==> src/rtl/stf_pkg.sv <==
// Shared defaults and types for the slow-to-fast sample FIFO.
// No logic; constants, types and a pointer-width helper only.
// Imported by stf_fifo_core and stf_sample_fifo.
package stf_pkg;

  localparam int STF_FIFO_DEPTH_DEF = 8;
  localparam int STF_PAYLOAD_W_DEF  = 16;

  typedef logic [7:0] ovf_cnt_t;

  function automatic int ptr_w(input int depth);
    return $clog2(depth) + 1;
  endfunction

endpackage

==> src/rtl/stf_fifo_core.sv <==
// Circular buffer with wrap-bit pointers and a registered head-of-queue read port.
// Latency: a write into an empty buffer is visible after the next edge; pops advance the head in one edge.
// Backpressure: caller gates wr_en against full and rd_en against rd_valid; no internal protection.
module stf_fifo_core
  import stf_pkg::*;
#(
  parameter int W     = STF_PAYLOAD_W_DEF,
  parameter int DEPTH = STF_FIFO_DEPTH_DEF
) (
  input  logic                       clk,
  input  logic                       reset_n,
  input  logic                       wr_en,
  input  logic [W-1:0]               wr_data,
  input  logic                       rd_en,
  output logic [W-1:0]               rd_data,
  output logic                       rd_valid,
  output logic                       full,
  output logic [ptr_w(DEPTH)-1:0]    level
);

  localparam int PW = ptr_w(DEPTH);
  localparam int AW = PW - 1;

  logic [W-1:0]  mem [DEPTH];
  logic [PW-1:0] wptr, rptr, wptr_n, rptr_n;

  assign full   = (wptr[AW-1:0] == rptr[AW-1:0]) && (wptr[AW] != rptr[AW]);
  assign wptr_n = wr_en ? wptr + PW'(1) : wptr;
  assign rptr_n = rd_en ? rptr + PW'(1) : rptr;

  always_ff @(posedge clk) begin
    if (wr_en) mem[wptr[AW-1:0]] <= wr_data;
  end

  // Head register looks ahead to the next read pointer; a write landing on
  // that slot this edge is forwarded so an empty queue shows it immediately.
  always_ff @(posedge clk or negedge reset_n) begin
    if (!reset_n) begin
      wptr     <= '0;
      rptr     <= '0;
      level    <= '0;
      rd_valid <= 1'b0;
      rd_data  <= '0;
    end else begin
      wptr     <= wptr_n;
      rptr     <= rptr_n;
      level    <= wptr_n - rptr_n;
      rd_valid <= (wptr_n != rptr_n);
      rd_data  <= (wr_en && (wptr[AW-1:0] == rptr_n[AW-1:0])) ? wr_data
                                                               : mem[rptr_n[AW-1:0]];
    end
  end

endmodule

==> src/rtl/stf_sample_fifo.sv <==
// Captures one payload per toggle flip on the synchronized bus into a FIFO; ovf_count exists with STF_FIFO_OVF_COUNT_EN.
// Latency: 2 fastclk cycles from toggle sampled on synced to out_valid when empty.
// Backpressure: out_valid/out_ready stream; samples arriving while full (and not popping) are dropped and flagged.
module stf_sample_fifo
  import stf_pkg::*;
#(
  parameter int W     = STF_PAYLOAD_W_DEF,
  parameter int DEPTH = STF_FIFO_DEPTH_DEF
) (
  input  logic                     fastclk,
  input  logic                     reset_n,
  input  logic [W:0]               synced,
  output logic [W-1:0]             out_data,
  output logic                     out_valid,
  input  logic                     out_ready,
  output logic [ptr_w(DEPTH)-1:0]  level,
  output logic                     ovf,
  input  logic                     ovf_clr
`ifdef STF_FIFO_OVF_COUNT_EN
  ,
  output ovf_cnt_t                 ovf_count
`endif
);

  logic [W:0] in_q;
  logic       tog_q;
  logic       armed;
  logic       push;
  logic       pop;
  logic       full;
  logic       wr_en;
  logic       ovf_set;

  assign push    = armed && (in_q[W] != tog_q);
  assign pop     = out_valid && out_ready;
  assign wr_en   = push && (!full || pop);
  assign ovf_set = push && full && !pop;

  // The arming edge seeds tog_q from the value entering in_q, so a toggle
  // level already present at reset release is never mistaken for a flip.
  always_ff @(posedge fastclk or negedge reset_n) begin
    if (!reset_n) begin
      in_q  <= '0;
      tog_q <= 1'b0;
      armed <= 1'b0;
    end else begin
      in_q <= synced;
      if (!armed) begin
        armed <= 1'b1;
        tog_q <= synced[W];
      end else if (push) begin
        tog_q <= in_q[W];
      end
    end
  end

  always_ff @(posedge fastclk or negedge reset_n) begin
    if (!reset_n)     ovf <= 1'b0;
    else if (ovf_set) ovf <= 1'b1;
    else if (ovf_clr) ovf <= 1'b0;
  end

`ifdef STF_FIFO_OVF_COUNT_EN
  always_ff @(posedge fastclk or negedge reset_n) begin
    if (!reset_n)                           ovf_count <= '0;
    else if (ovf_clr)                       ovf_count <= ovf_set ? 8'd1 : 8'd0;
    else if (ovf_set && ovf_count != 8'hFF) ovf_count <= ovf_count + 8'd1;
  end
`endif

  stf_fifo_core #(
    .W     (W),
    .DEPTH (DEPTH)
  ) u_core (
    .clk      (fastclk),
    .reset_n  (reset_n),
    .wr_en    (wr_en),
    .wr_data  (in_q[W-1:0]),
    .rd_en    (pop),
    .rd_data  (out_data),
    .rd_valid (out_valid),
    .full     (full),
    .level    (level)
  );

endmodule

==> config.mk <==
export PLATFORM = sky130hd
export DESIGN_NAME = stf_sample_fifo
export DESIGN_NICKNAME = d
export VERILOG_FILES = /design/src/rtl/stf_pkg.sv /design/src/rtl/stf_fifo_core.sv /design/src/rtl/stf_sample_fifo.sv
export SDC_FILE = /design/constraint.sdc
export NUM_CORES = 1
export LEC_CHECK = 0
export ABC_AREA = 1
export CORE_UTILIZATION = 59
export DETAILED_ROUTE_END_ITERATION = 8
export PLACE_DENSITY = 0.79
export SYNTH_ARGS = -nofsm -noshare
export SYNTH_HDL_FRONTEND = slang
export SYNTH_SLANG_ARGS = --single-unit
==> constraint.sdc <==
create_clock -name fastclk -period 3.7 [get_ports fastclk]
set_input_delay 0.74 -clock fastclk [delete_from_list [all_inputs] [get_ports fastclk]]
set_output_delay 0.74 -clock fastclk [all_outputs]
set_load 0.02 [all_outputs]
Word-level counts from Yosys, hierarchy flattened
Memories as Yosys holds them, arrays and structs flattened. A register that Yosys moved wholly into a read port is not among the register bits.
Cells that the tools add are included.
Widths: inputs -> output; s select.
- register bits: 33
- memory bits (writable): 128
- memories kept: 1
- memories (memory ; depth ; bits a word ; rd ports ; clocked after memory_dff ; write ports ; RTL line ; source):
    u_core.mem ; 8 ; 16 ; 1 ; 1 ; 1 ; stf_fifo_core.sv:24 ; logic [W-1:0] mem [DEPTH];
- add/subtract/negate cells: 3
- equality and inequality tests: 5
- multiplexer cells: 8
- reduce and logical (&&, ||, !) cells: 11
- operators with widths (operator ; number):
    $add 4x1->4 const B ; 2
    $mux 4 ; 2
    $logic_and 1x1->1 ; 6
    $mux 1 ; 6
    $ne 4x4->1 ; 1
    $sub 4x4->4 ; 1
    $eq 3x3->1 ; 1
    $logic_not 1->1 ; 3
    $ne 1x1->1 ; 2
    $ne 2x1->1 const B ; 1
    $reduce_bool 2->1 ; 1
    $logic_or 1x1->1 ; 1

Logic depth before layout (Yosys ltp)
- word-level depth: 7
- gate-level depth with buffers: 17
- depth with buffers taken out: 17

By module
Synthesis repeated with hierarchy kept, for this count alone.
- cells, all modules: 730
- area, all modules: 7527.2 sq um
- modules (own cells, without submodules) (module ; times used ; cells each ; area an instance (sq um) ; seq. area each (sq um)):
    stf_fifo_core ; 1 ; 693 ; 6941.7 ; 4569.4
    stf_sample_fifo ; 1 ; 37 ; 585.6 ; 500.5

Worst setup path after synthesis
No wires, ideal clock.
- path type: input to register
- start: in out_ready
- end: mem u_core.mem[6][0] in the netlist's numbering, enable pin
- setup time: 0.409 ns
- data arrival time: 2.425 ns
- data required time: 3.291 ns
- slack: 0.866 ns
- stages: 8
- buffers on the path: 0
- cell sequence: nand2_4 -> nand3_1 -> nor2_1 -> nand2_2 -> nand2_2 -> inv_2 -> nand2_1 -> nor3_1
- word-level cells in the longest chain between the ends: 5
- ends and longest elaborated chain (item ; RTL line ; source):
    start, declared ; stf_sample_fifo.sv:15 ; input logic out_ready,
    $logic_and 1x1->1 ; stf_sample_fifo.sv:35 ; assign pop = out_valid && out_ready;
    $logic_or 1x1->1 ; stf_sample_fifo.sv:36 ; assign wr_en = push && (!full || pop);
    $logic_and 1x1->1 ; stf_sample_fifo.sv:36 ;
    $mux 1 ; stf_fifo_core.sv:32 ; if (wr_en) mem[wptr[AW-1:0]] <= wr_data;
    $mux 1 (implied by the code) ; stf_fifo_core.sv:32 ;
    end, declared ; stf_fifo_core.sv:24 ;
No other way between the ends.

Worst setup path in the final report
- start: in out_ready
- end: reg u_core.level[3]
- word-level cells in the longest chain between the ends: 5
- ends and longest elaborated chain (item ; RTL line ; source):
    $logic_and 1x1->1 ; stf_sample_fifo.sv:35 ;
    $logic_or 1x1->1 ; stf_sample_fifo.sv:36 ;
    $logic_and 1x1->1 ; stf_sample_fifo.sv:36 ;
    $mux 4 ; stf_fifo_core.sv:28 ; assign wptr_n = wr_en ? wptr + PW'(1) : wptr;
    via u_core.wptr_n[2] ; stf_fifo_core.sv:25 ; logic [PW-1:0] wptr, rptr, wptr_n, rptr_n;
    $sub 4x4->4 ; stf_fifo_core.sv:47 ; level <= wptr_n - rptr_n;
    end signal, assigned ; stf_fifo_core.sv:47 ;
    end, declared ; stf_fifo_core.sv:18 ; output logic [ptr_w(DEPTH)-1:0] level
The timed path passes the listed nets, and every way through them passes these cells.
A chain may end at the register's enable or synchronous reset.

==> qor.csv <==
stage,metric,value,unit
sta,Final Skew,0.00571,ns
clock_tree,Longest Clk Path Bufs,2,
power,pwr dens,799,mW/mm²
setup_path,worst-path fanout max,7,
die,Starting Density,61.5,%
sta,final slew viol count,0,
finish,share of cells above drive strength 1,9.57,%
sta,crit share post-route,71.3,%
die,Core Box Area,0.0116,mm²
grt,Total GRT Usage,25.1,%
detailed_routing,Via density,5.56,
sta,Final WS setup,1.06,ns
logic_synthesis,synth unique cells,29,
logic_synthesis,synthesized cell area,0.00711,mm²
power,sequential power share,39.0,%
power,Comb power frac,34.6,%
clock_tree,clk_lat worst skew,0.43,ns
sta,minimum clock period,2.64,ns
logic_synthesis,Synth Instances,603,
detailed_routing,Initial DRC Count,349,
placed_design,HPWL Detailed,8160,µm
logic_synthesis,"Seq/Total Area, Yosys",71.3,%
sta,RSZ-0062 raised after global routing,no,
setup_path,slowest CP cell,clkdlybuf4s50_1,
detailed_routing,final wirelength,14100,µm
sta,final hold slack,0.293,ns
setup_path,worst path cell trace,clkdlybuf4s50_1 > nand2_4 > nand3_1 > nor2_1 > nand2_2 > nand2_2 > inv_2 > nand2_1 > xor2_1 > ha_1 > nand2_1 > nor2_1 > nor2_1 > nand2_1 > inv_1 > nand3_1 > nand2_1,
clock_tree,root buf cell,clkbuf_16,
detailed_routing,Detail Route Antenna Nets,0,
grt,largest net degree at the start of global routing,75,
sta,final hold violation count,0,
placed_design,routability cong.,0.848,
power,P_sw,0.00233,W
clock_tree,CTS tree,yes,
setup_path,Critical Path AT,3.01,ns
setup_path,most frequent cell on the critical path,nand2_1,
logic_synthesis,Seq cells post-synth,177,
setup_path,CP peak stage delay,0.44,ns
grt,vias in the first global route,4562,
grt,Overflow after GRT,0,
logic_synthesis,Mapped Nets,630,
logic_synthesis,Mean Syn Cell Area,11.8,µm²
sta,Worst Max-Slew Pin Slew,0.760,ns
sta,final setup TNS,0,ns
clock_tree,# resized after CTS,0,
die,Die ar.,0.0125,mm²
detailed_routing,First-pass DRT Iterations,9,
clock_tree,"Reg clk slew, reported paths",0.06,ns
status,status,finished with violations,
die,Top Ports,43,
clock_tree,postcts setup bufs,0,
detailed_routing,Avg WL per Cell,17.4,µm
clock_tree,CTS Sinks,177,
setup_path,Crit. End Element,register,
power,Clock power frac,26.4,%
setup_path,type of origin of the critical path,input port,
logic_synthesis,yosys warns,0,
setup_path,Critical Path RT,4.07,ns
die,Die Wd,112,µm
clock_tree,H-tree Lvls,4,
grt,first-pass GRT wire length,23000,µm
finish,Area growth syn-to-layout,16.8,%
die,Rows,39,
hold_path,Hold WC Path Type,input port to asynchronous set/reset pin,
clock_tree,CTS Buf Count,17,
grt,initial antenna violation count,0,
finish,ANT cells,0,
power,Net Sw Frac,35.1,%
placed_design,pre-CTS WS,0.678,ns
finish,Final nets,683,
status,failing checks,design-rule violations,
placed_design,number of I/O port buffers,42,
detailed_routing,Via Count,4514,
clock_tree,cts hold-fix bufs,0,
sta,final setup fails,0,
sta,Peak Freq,0.379,GHz
power,P_leak,3.38,nW
sta,Max-slew headroom,49.3,%
power,internal power,0.00430,W
die,die height,112,µm
power,maximum vdd drop,0.553,mV
setup_path,kind of critical path,input port to register,
run,number of max-cap violations,0,
detailed_routing,DR DRC count,3,
-- cells in the mapped netlist (all sizes together) --
master | instances | area [µm²]
inv | 67 | 254
conb | 1 | 3.75
nor3 | 1 | 5.00
nand2 | 179 | 694
o211ai | 30 | 225
o21ai | 17 | 96.4
nor2 | 15 | 63.8
buf | 21 | 119
o22ai | 1 | 6.26
fa | 1 | 20.0
edfxtp | 128 | 3840
dfrtp | 49 | 1230
nand3 | 61 | 305
xnor2 | 2 | 17.5
mux2 | 1 | 11.3
nand4 | 1 | 6.26
a21oi | 15 | 75.1
xor2 | 5 | 62.6
clkbuf | 3 | 11.3
ha | 5 | 62.6
-- placed cells by master, fill, tap and decap left out, types with 2 or more instances in the layout --
cell type and instances:
clkinv_1 2, inv_6 2, buf_4 15, o211ai_1 30, o21ai_0 16, inv_1 60
a21oi_1 15, nand2_1 173, clkinvlp_4 2, nand2_4 2, xor2_1 4, clkinv_4 3
clkbuf_8 2, nand2_2 4, edfxtp_1 128, nand3_1 61, clkdlybuf4s50_1 41, dfrtp_1 49
clkbuf_16 17, xnor2_1 2, bufinv_16 2, nor2_1 14, ha_1 5, inv_2 6
-- logic make-up after synthesis --
group	Yosys count	synth area share (%)
muxes	1	0.158
and+or+nand+nor	257	15.1
other	1	0.0527
adders and majority gates	6	1.16
AOI/OAI and AO/OA	63	5.67
buffers and inverters	91	5.40
DFF	177	71.3
xor gates and xnor gates	7	1.13
-- state kept, by name (all words and copies together) (netlist names) --
signal	flops
in_q	17
u_core.rptr	4
armed	1
u_core.level	4
u_core.rd_valid	1
ovf	1
tog_q	1
u_core.mem	128
u_core.wptr	4
u_core.rd_data	16
-- path summary, 6_finish.rpt --
check	startpoint	to	slack [ns]	depth (start not counted)
max in group asynchronous	reset_n	u_core.rd_data[12]	2.65	2
max reg2reg	u_core.wptr[2]	u_core.level[3]	1.29	17
min in group fastclk	armed	tog_q	0.52	1
max	out_ready	u_core.level[3]	1.06	17
min reg2reg	armed	tog_q	0.52	1
min	reset_n	u_core.rd_data[1]	0.29	1
-- cell type report --
type,instances,area [µm²]
Inverter,67,254
Sequential cell,177,5070
Timing Repair Buffer,58,548
Fill cell,733,3260
Multi-Input combinational cell,335,1660
Clock inverter,12,131
Tap cell,143,179
Clock buffer,20,457
-- per-layer routing --
| metal | vias up | part of all wire [%] | global-route usage [%] |
|---|---|---|---|
| met5 | - | 0 | 0 |
| met4 | 0 | 2.1 | 12.2 |
| met3 | 29 | 5.5 | 5.06 |
| met2 | 153 | 51 | 42.2 |
| met1 | 2177 | 42 | 31.3 |
| li1 | 2155 | - | - |
-- through the flow --
| step | utilization [%] | cells | cell area (µm²) | power [W] |
|---|---|---|---|---|
| final | 71.8 | 812 | 8300 | 0.00663 |
| after global routing | 71.8 | 812 | 8300 | 0.00703 |
| after CTS | 71.8 | 812 | 8300 | 0.00664 |
| after detailed placement | 66.7 | 780 | 7710 | 0.00487 |
| after global placement | 66.7 | 780 | 7710 | 0.00480 |
| after floorplan | - | 603 | 7110 | 0.00417 |
-- critical path, delay by kind of cell --
kind | cells | cell delay, ns
adders and majority gates | 1 | 0.31
xor gates and xnor gates | 1 | 0.23
buffers and inverters | 3 | 0.56
and+or+nand+nor | 12 | 1.16
-- power by group through the flow --
stage | Combinational, W | Clock, W | Sequential (W)
after floorplan | 0.00142 | 0 | 0.00274
after global placement | 0.00218 | 0 | 0.00261
after detailed placement | 0.00225 | 0 | 0.00262
after CTS | 0.00229 | 0.00177 | 0.00258
after global routing | 0.00256 | 0.00186 | 0.00261
final | 0.00229 | 0.00175 | 0.00259
Power figures use the tool's default switching activity.
